--- config.mk ---
export PLATFORM = sky130hd
export DESIGN_NAME = nested_loop_counter_flat
export DESIGN_NICKNAME = d
export VERILOG_FILES = /design/src/rtl/nested_loop_counter_if.sv /design/src/rtl/nested_loop_counter.sv /design/src/flat_wrapper.sv
export SDC_FILE = /design/constraint.sdc
export NUM_CORES = 1
export LEC_CHECK = 0
export BUFFER_PORTS_ARGS = -buffer_cell sky130_fd_sc_hd__buf_2
export CAP_MARGIN = 15
export CORE_ASPECT_RATIO = 1.2
export CORE_UTILIZATION = 56
export CTS_BUF_LIST = sky130_fd_sc_hd__clkbuf_8 sky130_fd_sc_hd__clkbuf_16
export CTS_CLUSTER_SIZE = 20
export DETAILED_ROUTE_END_ITERATION = 8
export GPL_ROUTABILITY_DRIVEN = 0
export PLACE_DENSITY = 0.8
export SLEW_MARGIN = 0
export SYNTH_ARGS = -nofsm -noshare
export SYNTH_HDL_FRONTEND = slang
export SYNTH_SLANG_ARGS = --single-unit
--- constraint.sdc ---
create_clock -name CLK -period 3.1 [get_ports CLK]
set_input_delay 0.62 -clock CLK [delete_from_list [all_inputs] [get_ports CLK]]
set_output_delay 0.62 -clock CLK [all_outputs]
set_load 0.01 [all_outputs]
--- src/rtl/nested_loop_counter_if.sv ---
// Control/status bundle for nested_loop_counter.
//   master : drives START, ABORT, ENABLE, BOUNDS; observes the outputs
//   slave  : the counter itself
//   START/ABORT/ENABLE  run control
//   BOUNDS              per-level iteration count, level k at [k*SIZE +: SIZE]
//   VALUES              current per-level index, same packing as BOUNDS
//   WRAP                bit k = level k wrapped on the previous edge
//   BUSY                high while a run is in progress
//   DONE                one-cycle pulse after the final step of the nest
interface nested_loop_counter_if #(
  parameter int SIZE       = 8,
  parameter int NUM_LEVELS = 3
);
  logic                       START;
  logic                       ABORT;
  logic                       ENABLE;
  logic [NUM_LEVELS*SIZE-1:0] BOUNDS;
  logic [NUM_LEVELS*SIZE-1:0] VALUES;
  logic [NUM_LEVELS-1:0]      WRAP;
  logic                       BUSY;
  logic                       DONE;

  modport master (
    output START, ABORT, ENABLE, BOUNDS,
    input  VALUES, WRAP, BUSY, DONE
  );

  modport slave (
    input  START, ABORT, ENABLE, BOUNDS,
    output VALUES, WRAP, BUSY, DONE
  );
endinterface

--- src/rtl/nested_loop_counter.sv ---
// Nested loop counter: NUM_LEVELS chained counters walking a loop nest,
// level 0 innermost, each with a bound latched at START.
//   CLK      rising-edge clock
//   RESET_N  asynchronous active-low reset
//   bus      nested_loop_counter_if.slave (control in, indices/flags out)

// Per-level step logic: next index and wrap flag given the carry from
// the inner levels. Bound is never 0 here (0 is latched as 1).
module nested_loop_counter_level #(
  parameter int SIZE = 8
) (
  input  logic [SIZE-1:0] idx_i,
  input  logic [SIZE-1:0] bnd_i,
  input  logic            carry_i,
  output logic            at_max_o,
  output logic [SIZE-1:0] nxt_o,
  output logic            wrap_o
);
  // bound-1 in SIZE bits keeps bound 2^SIZE-1 reachable
  assign at_max_o = (idx_i == (bnd_i - SIZE'(1)));
  assign wrap_o   = carry_i & at_max_o;
  assign nxt_o    = !carry_i ? idx_i : (at_max_o ? '0 : idx_i + SIZE'(1));
endmodule

module nested_loop_counter #(
  parameter int SIZE       = 8,
  parameter int NUM_LEVELS = 3
) (
  input logic                   CLK,
  input logic                   RESET_N,
  nested_loop_counter_if.slave  bus
);
  typedef enum logic {S_IDLE, S_RUN} state_t;

  state_t                               state_q, state_d;
  logic [NUM_LEVELS-1:0][SIZE-1:0]      idx_q, idx_d;
  logic [NUM_LEVELS-1:0][SIZE-1:0]      bnd_q, bnd_d;
  logic [NUM_LEVELS-1:0]                wrap_q, wrap_d;
  logic                                 done_q, done_d;

  logic [NUM_LEVELS-1:0][SIZE-1:0]      bnd_in;
  logic [NUM_LEVELS-1:0][SIZE-1:0]      step_idx;
  logic [NUM_LEVELS-1:0]                step_wrap;
  logic [NUM_LEVELS-1:0]                at_max;
  logic [NUM_LEVELS:0]                  carry;
  logic                                 all_max;

  assign bnd_in = bus.BOUNDS;

  // Level k advances only when every inner level sits at its max.
  always_comb begin
    carry[0] = 1'b1;
    for (int k = 0; k < NUM_LEVELS; k++)
      carry[k+1] = carry[k] & at_max[k];
  end
  assign all_max = carry[NUM_LEVELS];

  for (genvar k = 0; k < NUM_LEVELS; k++) begin : g_lvl
    nested_loop_counter_level #(.SIZE(SIZE)) u_lvl (
      .idx_i    (idx_q[k]),
      .bnd_i    (bnd_q[k]),
      .carry_i  (carry[k]),
      .at_max_o (at_max[k]),
      .nxt_o    (step_idx[k]),
      .wrap_o   (step_wrap[k])
    );
  end

  always_comb begin
    state_d = state_q;
    idx_d   = idx_q;
    bnd_d   = bnd_q;
    wrap_d  = '0;
    done_d  = 1'b0;
    unique case (state_q)
      S_IDLE: begin
        if (bus.START) begin
          // A zero bound becomes 1 so that level never stalls the nest.
          for (int k = 0; k < NUM_LEVELS; k++)
            bnd_d[k] = (bnd_in[k] == '0) ? SIZE'(1) : bnd_in[k];
          idx_d   = '0;
          state_d = S_RUN;
        end
      end
      S_RUN: begin
        if (bus.ABORT) begin
          idx_d   = '0;
          state_d = S_IDLE;
        end else if (bus.ENABLE) begin
          // On the final step every level wraps, so step_idx is all zero.
          idx_d  = step_idx;
          wrap_d = step_wrap;
          if (all_max) begin
            done_d  = 1'b1;
            state_d = S_IDLE;
          end
        end
      end
      default: state_d = S_IDLE;
    endcase
  end

  always_ff @(posedge CLK or negedge RESET_N) begin
    if (!RESET_N) begin
      state_q <= S_IDLE;
      idx_q   <= '0;
      bnd_q   <= {NUM_LEVELS{SIZE'(1)}};
      wrap_q  <= '0;
      done_q  <= 1'b0;
    end else begin
      state_q <= state_d;
      idx_q   <= idx_d;
      bnd_q   <= bnd_d;
      wrap_q  <= wrap_d;
      done_q  <= done_d;
    end
  end

  assign bus.VALUES = idx_q;
  assign bus.WRAP   = wrap_q;
  assign bus.BUSY   = (state_q == S_RUN);
  assign bus.DONE   = done_q;
endmodule

--- src/flat_wrapper.sv ---
// flat-port wrapper written by rule: the top's interface ports become plain ports
module nested_loop_counter_flat 
#(
  parameter int SIZE       = 8,
  parameter int NUM_LEVELS = 3
)
  (CLK, RESET_N, bus_START, bus_ABORT, bus_ENABLE, bus_BOUNDS, bus_VALUES, bus_WRAP, bus_BUSY, bus_DONE);
  nested_loop_counter_if #(.SIZE(SIZE), .NUM_LEVELS(NUM_LEVELS)) bus_i ();
  input logic CLK;
  input logic RESET_N;
  input wire logic [$bits(bus_i.START)-1:0] bus_START;
  input wire logic [$bits(bus_i.ABORT)-1:0] bus_ABORT;
  input wire logic [$bits(bus_i.ENABLE)-1:0] bus_ENABLE;
  input wire logic [$bits(bus_i.BOUNDS)-1:0] bus_BOUNDS;
  output wire logic [$bits(bus_i.VALUES)-1:0] bus_VALUES;
  output wire logic [$bits(bus_i.WRAP)-1:0] bus_WRAP;
  output wire logic [$bits(bus_i.BUSY)-1:0] bus_BUSY;
  output wire logic [$bits(bus_i.DONE)-1:0] bus_DONE;
  assign bus_i.START = bus_START;
  assign bus_i.ABORT = bus_ABORT;
  assign bus_i.ENABLE = bus_ENABLE;
  assign bus_i.BOUNDS = bus_BOUNDS;
  assign bus_VALUES = bus_i.VALUES;
  assign bus_WRAP = bus_i.WRAP;
  assign bus_BUSY = bus_i.BUSY;
  assign bus_DONE = bus_i.DONE;
  nested_loop_counter #(.SIZE(SIZE), .NUM_LEVELS(NUM_LEVELS)) u_core (.CLK(CLK), .RESET_N(RESET_N), .bus(bus_i));
endmodule
==> impl_results.md, run 1 <==
* Run status: complete, but fails checks
* Failing checks: design-rule violations
* Synth cell count leaders: dfrtp_1 (49), o21ai_0 (24), nand2_1 (22)
* Worst R2R Setup Slack at 0.33 ns
* Area after DPL at 0.00348 mm²
* CP required at 3.35 ns
* Pin count of the biggest net entering global routing at 33
* Fin. Hold Viols at 0
* Port-buffer cells at 57
* Die X-Extent at 70.5 µm
* CP startpoint kind: flop
* Final Max Slew Viols at 0
* Hold crit path type: primary input to async pin
* CTS tree: yes
* Area share of the largest cell type after synthesis at 0.389
* Via count at 2678
* Power after layout at 1750 µW
* Finished Cell Area at 0.00356 mm²
* Final min period at 2.77 ns
* Clk buf depth at 2
* DRC violations left at 8
* Vias per Instance at 6.07
* Slew headroom at 0.624
* First-pass GRT wire length at 11900 µm
* CTS root buf: clkbuf_8
* Clock skew at 0.00362 ns
* Gr ovfl total at 0
* Library cells used by synthesis at 55
* Crit path capture type: flop
* # setup viols final at 0
* Detail Placement HPWL at 5180 µm
* Setup TNS at 0 ns
* Post-CTS setup repair buffer count at 0
* Clock Latency Late Sink at 0.30 ns
* Register area share after synthesis at 0.414
* GRT Util Overall at 0.253
* Core area at 0.00537 mm²
* I/O Pins at 58
* Syn avg cell area at 9.72 µm²
* Most used DFF post-synth: dfrtp_1
* Routed wire per std cell at 15.8 µm
* Die area at 0.00593 mm²
* CTS Buf Count at 5
* Htree depth at 2
* Initial core utilization at 0.587
* Worst R2R End: u_core.bus.VALUES[16]
* Max Fanout on Critical Path at 11
* Final WL at 6950 µm
* Antenna cells at 0
* Ys Warns at 0
* Initial DRC Count at 189
* RSZ-0062 raised after global routing: false
* FF+latch count, synth at 52
* Leakage at 0.00162 µW
* Post-cts sizing count at 0
* Max Fclk at 361 MHz
* Routed Antenna Nets at 0
* Die height at 84.2 µm
* Actual slew at the worst max-slew pin at 0.557 ns
* Mapped cell area at 0.00315 mm²
* Initial antenna violation count at 0
* Fin nets at 414
* Area growth syn-to-layout at 12.9%
* Clk pin slew, worst setup/hold paths at 0.09 ns
* Synth Net Count at 359
* Crit path DAT at 3.02 ns
* Worst Reg-to-Reg Cells at 9
* Max-cap violations at 0
* Top-count cell post-synth: dfrtp_1
* Synth area leader: dfrtp_1
* Clock Sinks at 52
* Row count at 29
* Hold buffers post-CTS at 0
* CP Class: flop to flop
* Period utilisation layout at 0.894
* Number of global-route vias before repair at 2667
* Share of cells above drive strength 1 at 0.274
* Pwr dens at 490 mW/mm²
* Synthesized instance count at 324
* Worst r2r src: u_core.bnd_q[16]
* Top post-synthesis cells by area: dfrtp_1 (39%), mux2_2 (7.5%), xnor2_1 (5.8%)
* Post-synth ARST share at 1.00
* Number of enable flip-flop cells after synthesis at 0
* Final core occ at 0.663
* Peak supply drop at 0.278 mV
* DR pass1 iterations at 6
stage by stage:
stage	setup WS, ns	cells	hold slack, ns
after global placement	0.472	434	0.506
after global routing	0.148	441	0.285
final	0.329	441	0.253
after floorplan	0.557	324	0.324
after detailed placement	0.352	434	0.517
after CTS	0.342	441	0.265
power by group:
group          total (µW)  internal, µW  switching, µW
Combinational         490           238            251
Sequential            890           766            123
Clock                 366           151            215
Total                1750          1160            590
worst max-delay path by stage:
stage | startpoint | endpoint | slack, ns | cells after the start
finish | u_core.bnd_q[16] | u_core.bus.VALUES[16] | 0.33 | 9
detailed placement | u_core.bnd_q[16] | u_core.bus.VALUES[16] | 0.35 | 9
floorplan | u_core.bnd_q[8] | u_core.bus.VALUES[20] | 0.56 | 10
CTS | u_core.bnd_q[16] | u_core.bus.VALUES[16] | 0.34 | 9
global placement | u_core.bnd_q[16] | u_core.bus.VALUES[16] | 0.47 | 9
global route | u_core.bnd_q[16] | u_core.bus.VALUES[16] | 0.15 | 9
flip-flops by register name, summed over array words and instances, names as in the netlist:
signal	flops
u_core.bus.WRAP	2
u_core.bus.DONE	1
u_core.bus.VALUES	24
u_core.bus.BUSY	1
u_core.bnd_q	24
critical path, stage by stage, from the launching register on:
cell       delay (ns)
dfstp_2          0.39
inv_1            0.08
ha_1             0.18
or3b_2           0.49
o31a_1           0.25
o2111ai_1        0.30
a211oi_4         0.10
nor2_2           0.35
or4b_1           0.48
nand2_1          0.08
kinds of logic (layout without fill, tap and decap cells):
group                    count (synthesis)  in the layout  share of synthesized area
XOR/XNOR                                29             29                     0.0806
AND/OR/NAND/NOR                        117            117                      0.205
multiplexers                            21             21                     0.0751
adder cells (fa/ha/maj)                  6              6                     0.0238
buffers and inverters                   25             80                     0.0342
AO/OA/AOI/OAI                           74             74                      0.167
flip-flops                              52             52                      0.414
area by class of cell:
cell class              instances  area [µm²]
flip-flops and latches         52        1310
clock inverters                 2        8.76
well taps                      62        77.6
inverters                      12        45.0
repair buffers                 61         315
multi-input cells             247        1740
clock buffers                   5        68.8
fillers                       468        1810
routing by layer:
layer | track usage | vias to the layer above | share of wire
li1 | - | 1300 | -
met1 | 0.305 | 1294 | 0.42
met2 | 0.446 | 74 | 0.52
met3 | 0.0456 | 10 | 0.046
met5 | 0 | - | 0
met4 | 0.0983 | 0 | 0.013
placed cells by master (no fill, tap or decap), types with 2 or more instances in the layout:
cell type and count:
or2_2 4, mux2_2 21, and3_1 5, nand3b_1 2, o21ai_0 24, nor3b_1 2
a41oi_1 2, inv_1 13, a211o_1 4, and4b_1 2, or3b_2 2, nor2b_1 3
o31a_1 2, nor4_1 8, a211oi_1 6, nand2_1 22, nor3_1 15, and2_1 2
xor2_1 8, nand2b_1 12, nor2_1 16, o31ai_1 4, ha_1 6, dfstp_2 3
xnor2_1 21, nand4_1 3, buf_2 57, a32o_1 4, clkbuf_8 5, a22o_1 2
dfrtp_1 49, a21oi_1 8, nand3_1 13, a21o_1 6, buf_4 4
(Power assumes the default switching activity.)
==> run 2, diff against run 1 <==
- ABC_AREA: default -> 1
- CORE_UTILIZATION: 56 -> 50
- MAX_ROUTING_LAYER: default -> met4
- PLACE_DENSITY: 0.8 -> 0.72
==> run 2 against run 1 <==
Effect of this change: the flow now finishes without violations; critical path depth rose by 5; largest cell class unchanged; count of clock-buffer cells in the layout grew 1; non-clock buffer count down 1; critical endpoint is now u_core.bus.VALUES[19]; die area increased by 23%; global-route usage shrank 0.096 points; sequential power grew 28%; synthesized cell count is 47% higher; hold slack improved by 0.13 ns.
==> impl_results.md, run 2 <==
* Run status: finished clean
* Slew headroom at 0.488 (-0.137)
* Core area at 0.00657 mm² (+22%)
* Worst hold slack at 0.382 ns (+0.129 ns)
* Clk pin slew, worst setup/hold paths at 0.10 ns (about the same)
* Leakage at 0.00206 µW (+27%)
* Max Fanout on Critical Path at 10 (-1)
* Mapped cell area at 0.00347 mm² (+10%)
* Worst Reg-to-Reg Cells at 14 (+5)
* Post-synth ARST share at 1.00 (unchanged)
* Ys Warns at 0 (unchanged)
* Via count at 3176 (+19%)
* Pin count of the biggest net entering global routing at 38 (+15%)
* Setup TNS at 0 ns (unchanged)
* Post-Place Worst Slack at 0.959 ns (+0.607 ns)
* CTS tree: yes
* Fin nets at 569 (+37%)
* Clock Sinks at 52 (unchanged)
* Routed Antenna Nets at 0 (unchanged)
* Htree depth at 2 (unchanged)
* Critical path buffers and inverters at 2 (+1)
* Top-count cell post-synth: nand2_1
* Die area at 0.00729 mm² (+23%)
* Clock Latency Late Sink at 0.30 ns (about the same)
* Library cells used by synthesis at 40 (-27%)
* FF+latch count, synth at 52 (unchanged)
* Critical path's slowest cell: dfstp_2
* GRT Util Overall at 0.252 (-0.000958)
* DRC violations left at 0 (-8)
* CTS Buf Count at 5 (unchanged)
* Initial DRC Count at 175 (-7.4%)
* Gr ovfl total at 0 (unchanged)
* Synth Net Count at 512 (+43%)
* Worst R2R End: u_core.bus.VALUES[19]
* # setup viols final at 0 (unchanged)
* Final core occ at 0.598 (-0.0643)
* CTS root buf: clkbuf_8
* Worst R2R Setup Slack at 0.96 ns (+0.63 ns)
* Crit path capture type: flop
* Worst setup margin at 0.956 ns (+0.627 ns)
* Post-cts sizing count at 0 (unchanged)
* Period utilisation layout at 0.692 (-0.202)
* Fillers at 653 (+40%)
* Row count at 32 (+10%)
* Initial antenna violation count at 0 (unchanged)
* Final Max Slew Viols at 0 (unchanged)
* Antenna cells at 0 (unchanged)
* Fin. Hold Viols at 0 (unchanged)
* Crit path DAT at 2.34 ns (-0.68 ns)
* Worst r2r src: u_core.bnd_q[8]
* CP startpoint kind: flop
* Number of enable flip-flop cells after synthesis at 0 (unchanged)
* CP required at 3.30 ns (-0.05 ns)
* Hold buffers post-CTS at 0 (unchanged)
* First-pass GRT wire length at 14200 µm (+19%)
* Hold crit path type: primary input to async pin
* CP Class: flop to flop
* Port-buffer cells at 57 (unchanged)
* Final WL at 7950 µm (+14%)
* Number of global-route vias before repair at 3175 (+19%)
* Commonest non-fill, non-tap cell in the layout: nand2_1
* RSZ-0062 raised after global routing: false
* Share of cells above drive strength 1 at 0.200 (-0.0744)
* Routed wire per std cell at 12.8 µm (-19%)
* I/O Pins at 58 (unchanged)
* Most used DFF post-synth: dfrtp_1
* Vias per Instance at 5.12 (-16%)
* Synthesized instance count at 477 (+47%)
* Top post-synthesis cells by area: dfrtp_1 (35%), nand2_1 (15%), nand3_1 (5.6%)
* Max Fclk at 466 MHz (+29%)
* Peak supply drop at 0.351 mV (+26%)
* Synth area leader: dfrtp_1
* Syn avg cell area at 7.28 µm² (-25%)
* Detail Placement HPWL at 6120 µm (+18%)
* Synth cell count leaders: nand2_1 (138), inv_1 (50), nor2_1 (50)
* Max incr delay on CP at 0.56 ns (+0.07 ns)
* Clock skew at 0.00806 ns (+0.00444 ns)
* Post-CTS setup repair buffer count at 0 (unchanged)
* Commonest cells after routing, fill and taps aside: nand2_1 (138), buf_2 (57), inv_1 (50), nor2_1 (49), dfrtp_1 (49)
* CP top delay family: simple AND/OR/NAND/NOR gates
* DR pass1 iterations at 4 (-2)
* Initial core utilization at 0.529 (-0.0575)
* CP dominant cell by count: nand2_1
* Die height at 93.3 µm (+11%)
* Clk buf depth at 2 (unchanged)
* Max-cap violations at 0 (unchanged)
* Die X-Extent at 78.1 µm (+11%)
* Final min period at 2.14 ns (-0.627 ns)
* Area share of the largest cell type after synthesis at 0.353 (-0.0363)
* Crit path cell chain: inv_2, ha_1, inv_1, nand2_1, nand2_1, nand2_1, nand2_1, o21ai_1, nor2_2, nand3b_4, o21ai_4, nand3_4, nand2_1, nand2_1
* Register area share after synthesis at 0.376 (-0.0386)
* Area growth syn-to-layout at 13.1%
* Actual slew at the worst max-slew pin at 0.768 ns (+0.211 ns)
* Pwr dens at 786 mW/mm² (+60%)
[run 2: cell count changes in the layout (fill, tap and decap cells not counted), sizes merged, moves of 7 or more]
| cell | delta |
|---|---|
| nand2 | +118 |
| inv | +47 |
| nor2 | +42 |
| nand3 | +31 |
| mux2 | -21 |
| xor2 | +13 |
| nand2b | -12 |
| nor3 | -10 |
| xnor2 | -10 |
| nand4 | +9 |
| o21ai | +7 |
[run 2: cell families (layout without fill, tap and decap cells)]
family / Yosys count / count (layout) / share of synthesized area
AO/OA/AOI/OAI: 45 / 45 / 0.0799
XOR/XNOR: 32 / 32 / 0.0828
AND/OR/NAND/NOR: 272 / 272 / 0.358
buffers and inverters: 70 / 128 / 0.0817
adder cells (fa/ha/maj): 6 / 6 / 0.0216
flip-flops: 52 / 52 / 0.376
[run 2: final cells by class]
cell class                      count  area [µm²]  share of cell area
Multi-Input combinational cell    355        1890               0.481
Clock inverter                      2        13.8             0.00350
Tap cell                           85         106              0.0271
Sequential cell                    52        1310               0.332
Clock buffer                        6        82.6              0.0210
Timing Repair Buffer               60         308              0.0783
Inverter                           60         225              0.0573
[run 2: power breakdown]
part / total (µW) / switching (µW) / internal, µW
logic: 1530 / 938 / 594
clock network: 415 / 232 / 183
registers: 1140 / 246 / 894
[run 2: worst max-delay path by stage]
| stage | from | endpoint | slack, ns | depth (start not counted) |
|---|---|---|---|---|
| final | u_core.bnd_q[8] | u_core.bus.VALUES[19] | 0.96 | 14 |
| after global routing | u_core.bnd_q[8] | u_core.bus.VALUES[18] | 0.71 | 14 |
| after CTS | u_core.bnd_q[8] | u_core.bus.VALUES[16] | 0.94 | 10 |
| after detailed placement | u_core.bnd_q[8] | u_core.bus.VALUES[16] | 0.96 | 14 |
| after global placement | u_core.bnd_q[8] | u_core.bus.VALUES[22] | 0.99 | 14 |
| after floorplan | u_core.bnd_q[0] | u_core.bus.VALUES[14] | 1.08 | 15 |
[run 2: stage by stage]
| step | std cells | power [µW] | instance area (µm²) |
|---|---|---|---|
| 4_1_cts | 620 | 3110 | 3930 |
| 3_5_place_dp | 612 | 2690 | 3830 |
| 5_1_grt | 620 | 3420 | 3930 |
| 2_1_floorplan | 477 | 2330 | 3470 |
| 6_report | 620 | 3090 | 3930 |
| 3_3_place_gp | 612 | 2650 | 3830 |
[run 2: metal layers]
metal  global-route usage  share of wire  vias up
met1                0.293           0.44     1458
met3               0.0380          0.040       13
met4               0.0818          0.015        0
met2                0.444           0.50       74
met5                    -              0        -
li1                     -              -     1631
==> run 3, diff against run 2 <==
- clock period: 3.1 -> 2.25 ns (I/O delays scaled with it)
==> run 3 against run 2 <==
Effect of this change: critical path depth fell by 1; sequential share of layout area is 0.63 points lower; wire length hardly changed; via count grew 1.2%; clock skew increased by 0.015 ns; register-to-register slack worse by 0.78 ns; sequential power is 37% higher; clock power up 36%; cell area increased by 1.9%; setup slack worse by 0.78 ns; count of clock-buffer cells in the layout did not move; hold slack got worse by 0.28 ns; critical endpoint is now u_core.bus.VALUES[16].
==> impl_results.md, run 3 (synthesis gave the netlist of run 2 again) <==
* Final core occ at 0.610 (+0.0116)
* CP dominant cell by count: nand2_1
* CTS tree: yes
* Area growth syn-to-layout at 15.3%
* Max-cap violations at 0 (unchanged)
* CP Class: flop to flop
* Crit path cell chain: inv_4, ha_4, nand2_1, inv_1, nor2_1, nand2_1, nor2_2, nand3_2, nor2_4, nand3_4, a21oi_4, nand3_1, nand2_1
* Period utilisation layout at 0.922 (+0.231)
* CTS Buf Count at 5 (unchanged)
* Final Max Slew Viols at 0 (unchanged)
* Worst Reg-to-Reg Cells at 13 (-1)
* Number of global-route vias before repair at 3120 (-1.7%)
* Row count at 32 (unchanged)
* Area of the multi-input gates at 0.00193 mm² (+2.0%)
* Clock Sinks at 52 (unchanged)
* # setup viols final at 0 (unchanged)
* Clk buf depth at 2 (unchanged)
* Run status: finished clean
* CTS root buf: clkbuf_8
* Routed Antenna Nets at 0 (unchanged)
* Reg area at 0.00131 mm² (unchanged)
* Fin. Hold Viols at 0 (unchanged)
* Hold crit path type: primary input to async pin
* Fin nets at 572 (+0.53%)
* Fillers at 603 (-7.7%)
* Die height at 93.3 µm (unchanged)
* Pin count of the biggest net entering global routing at 33 (-13%)
* Via count at 3214 (+1.2%)
* Max Fanout on Critical Path at 8 (-2)
* Crit path DAT at 2.31 ns (-0.03 ns)
* Slew headroom at 0.634 (+0.146)
* Routed wire per std cell at 12.8 µm (-0.43%)
* Htree depth at 2 (unchanged)
* First-pass GRT wire length at 14000 µm (-1.6%)
* CP required at 2.48 ns (-0.82 ns)
* Final WL at 7950 µm (about the same)
* Pwr dens at 1090 mW/mm² (+39%)
* CP startpoint kind: flop
* Hold buffers post-CTS at 0 (unchanged)
* Commonest non-fill, non-tap cell in the layout: nand2_1
* Antenna cells at 0 (unchanged)
* DR pass1 iterations at 4 (unchanged)
* Detail Placement HPWL at 6110 µm (-0.19%)
* Finished Cell Area at 0.00401 mm² (+1.9%)
* CP Depth at 13 (-1)
* Die area at 0.00729 mm² (unchanged)
* Peak supply drop at 0.521 mV (+49%)
* Share of cells above drive strength 1 at 0.216 (+0.0156)
* Vias per Instance at 5.16 (+0.71%)
* Final min period at 2.08 ns (-0.0689 ns)
* Setup TNS at 0 ns (unchanged)
* Area after DPL at 0.00386 mm² (+0.72%)
* Critical path buffers and inverters at 2 (unchanged)
* Actual slew at the worst max-slew pin at 0.548 ns (-0.220 ns)
* Die X-Extent at 78.1 µm (unchanged)
* Port-buffer cells at 57 (unchanged)
* Core area at 0.00657 mm² (unchanged)
* Leakage at 0.00208 µW (+0.62%)
* Commonest cells after routing, fill and taps aside: nand2_1 (137), buf_2 (57), inv_1 (50), dfrtp_1 (49), nor2_1 (48)
* Initial core utilization at 0.529 (unchanged)
* Crit path capture type: flop
* GRT Util Overall at 0.251 (-0.000808)
* Clk pin slew, worst setup/hold paths at 0.11 ns (about the same)
* Clock Latency Late Sink at 0.31 ns (about the same)
* I/O Pins at 58 (unchanged)
* Max incr delay on CP at 0.57 ns (about the same)
* Max Fclk at 482 MHz (+3.3%)
* Initial DRC Count at 151 (-14%)
* RSZ-0062 raised after global routing: false
* Initial antenna violation count at 0 (unchanged)
* Critical path's slowest cell: dfstp_2
* Gr ovfl total at 0 (unchanged)
* DRC violations left at 0 (unchanged)
* CP top delay family: simple AND/OR/NAND/NOR gates
* Clock skew at 0.0226 ns (+0.0146 ns)
[run 3: metal layers]
layer / track usage / vias to the layer above / part of all wire
li1: - / 1643 / -
met1: 0.292 / 1489 / 0.44
met2: 0.430 / 70 / 0.51
met3: 0.0507 / 12 / 0.038
met4: 0.0880 / 0 / 0.016
met5: - / - / 0
[run 3: repair_timing]
item                       4_1_cts  5_1_grt
setup endpoints to repair        0       25
setup buffers                    0        1
gates resized for setup          0        8
[run 3: report_power, final]
part           switching [µW]  internal (µW)
sequential                325           1230
combinational            1360            876
clock                     314            250
total                    2000           2360
[run 3: per-stage QoR]
stage	cells	power [µW]	worst slack (ns)	hold slack, ns
floorplan	477	3210	0.226	0.154
CTS	622	4300	0.129	0.102
global placement	614	3660	0.197	0.446
finish	623	4360	0.175	0.0974
global route	623	4780	0.00728	0.123
detailed placement	614	3720	0.157	0.446
[run 3: final cells by class]
type	instances	area share
multi-input combinational	355	0.481
clock buffer	6	0.0206
sequential	52	0.326
timing repair buffer	63	0.0856
tap	85	0.0266
inverter	60	0.0569
clock inverter	2	0.00375
[run 3: worst paths after layout]
path                                 startpoint                    end  slack (ns)
worst max-delay path            u_core.bnd_q[0]  u_core.bus.VALUES[16]        0.17
min in group CLK                  bus_BOUNDS[5]        u_core.bnd_q[5]        0.35
worst min register to register  u_core.bnd_q[7]        u_core.bnd_q[7]        0.50
worst max register to register  u_core.bnd_q[0]  u_core.bus.VALUES[16]        0.17
worst min-delay path                    RESET_N   u_core.bus.VALUES[1]         0.1
max in group asynchronous               RESET_N       u_core.bnd_q[16]        1.51
[run 3: worst reg2reg max path: cells and delay by family (launching register included)]
family	cells	cell delay (ns)
AND/OR/NAND/NOR	9	0.87
flip-flops	1	0.57
AO/OA/AOI/OAI	1	0.29
buffers and inverters	2	0.08
adder cells (fa/ha/maj)	1	0.20
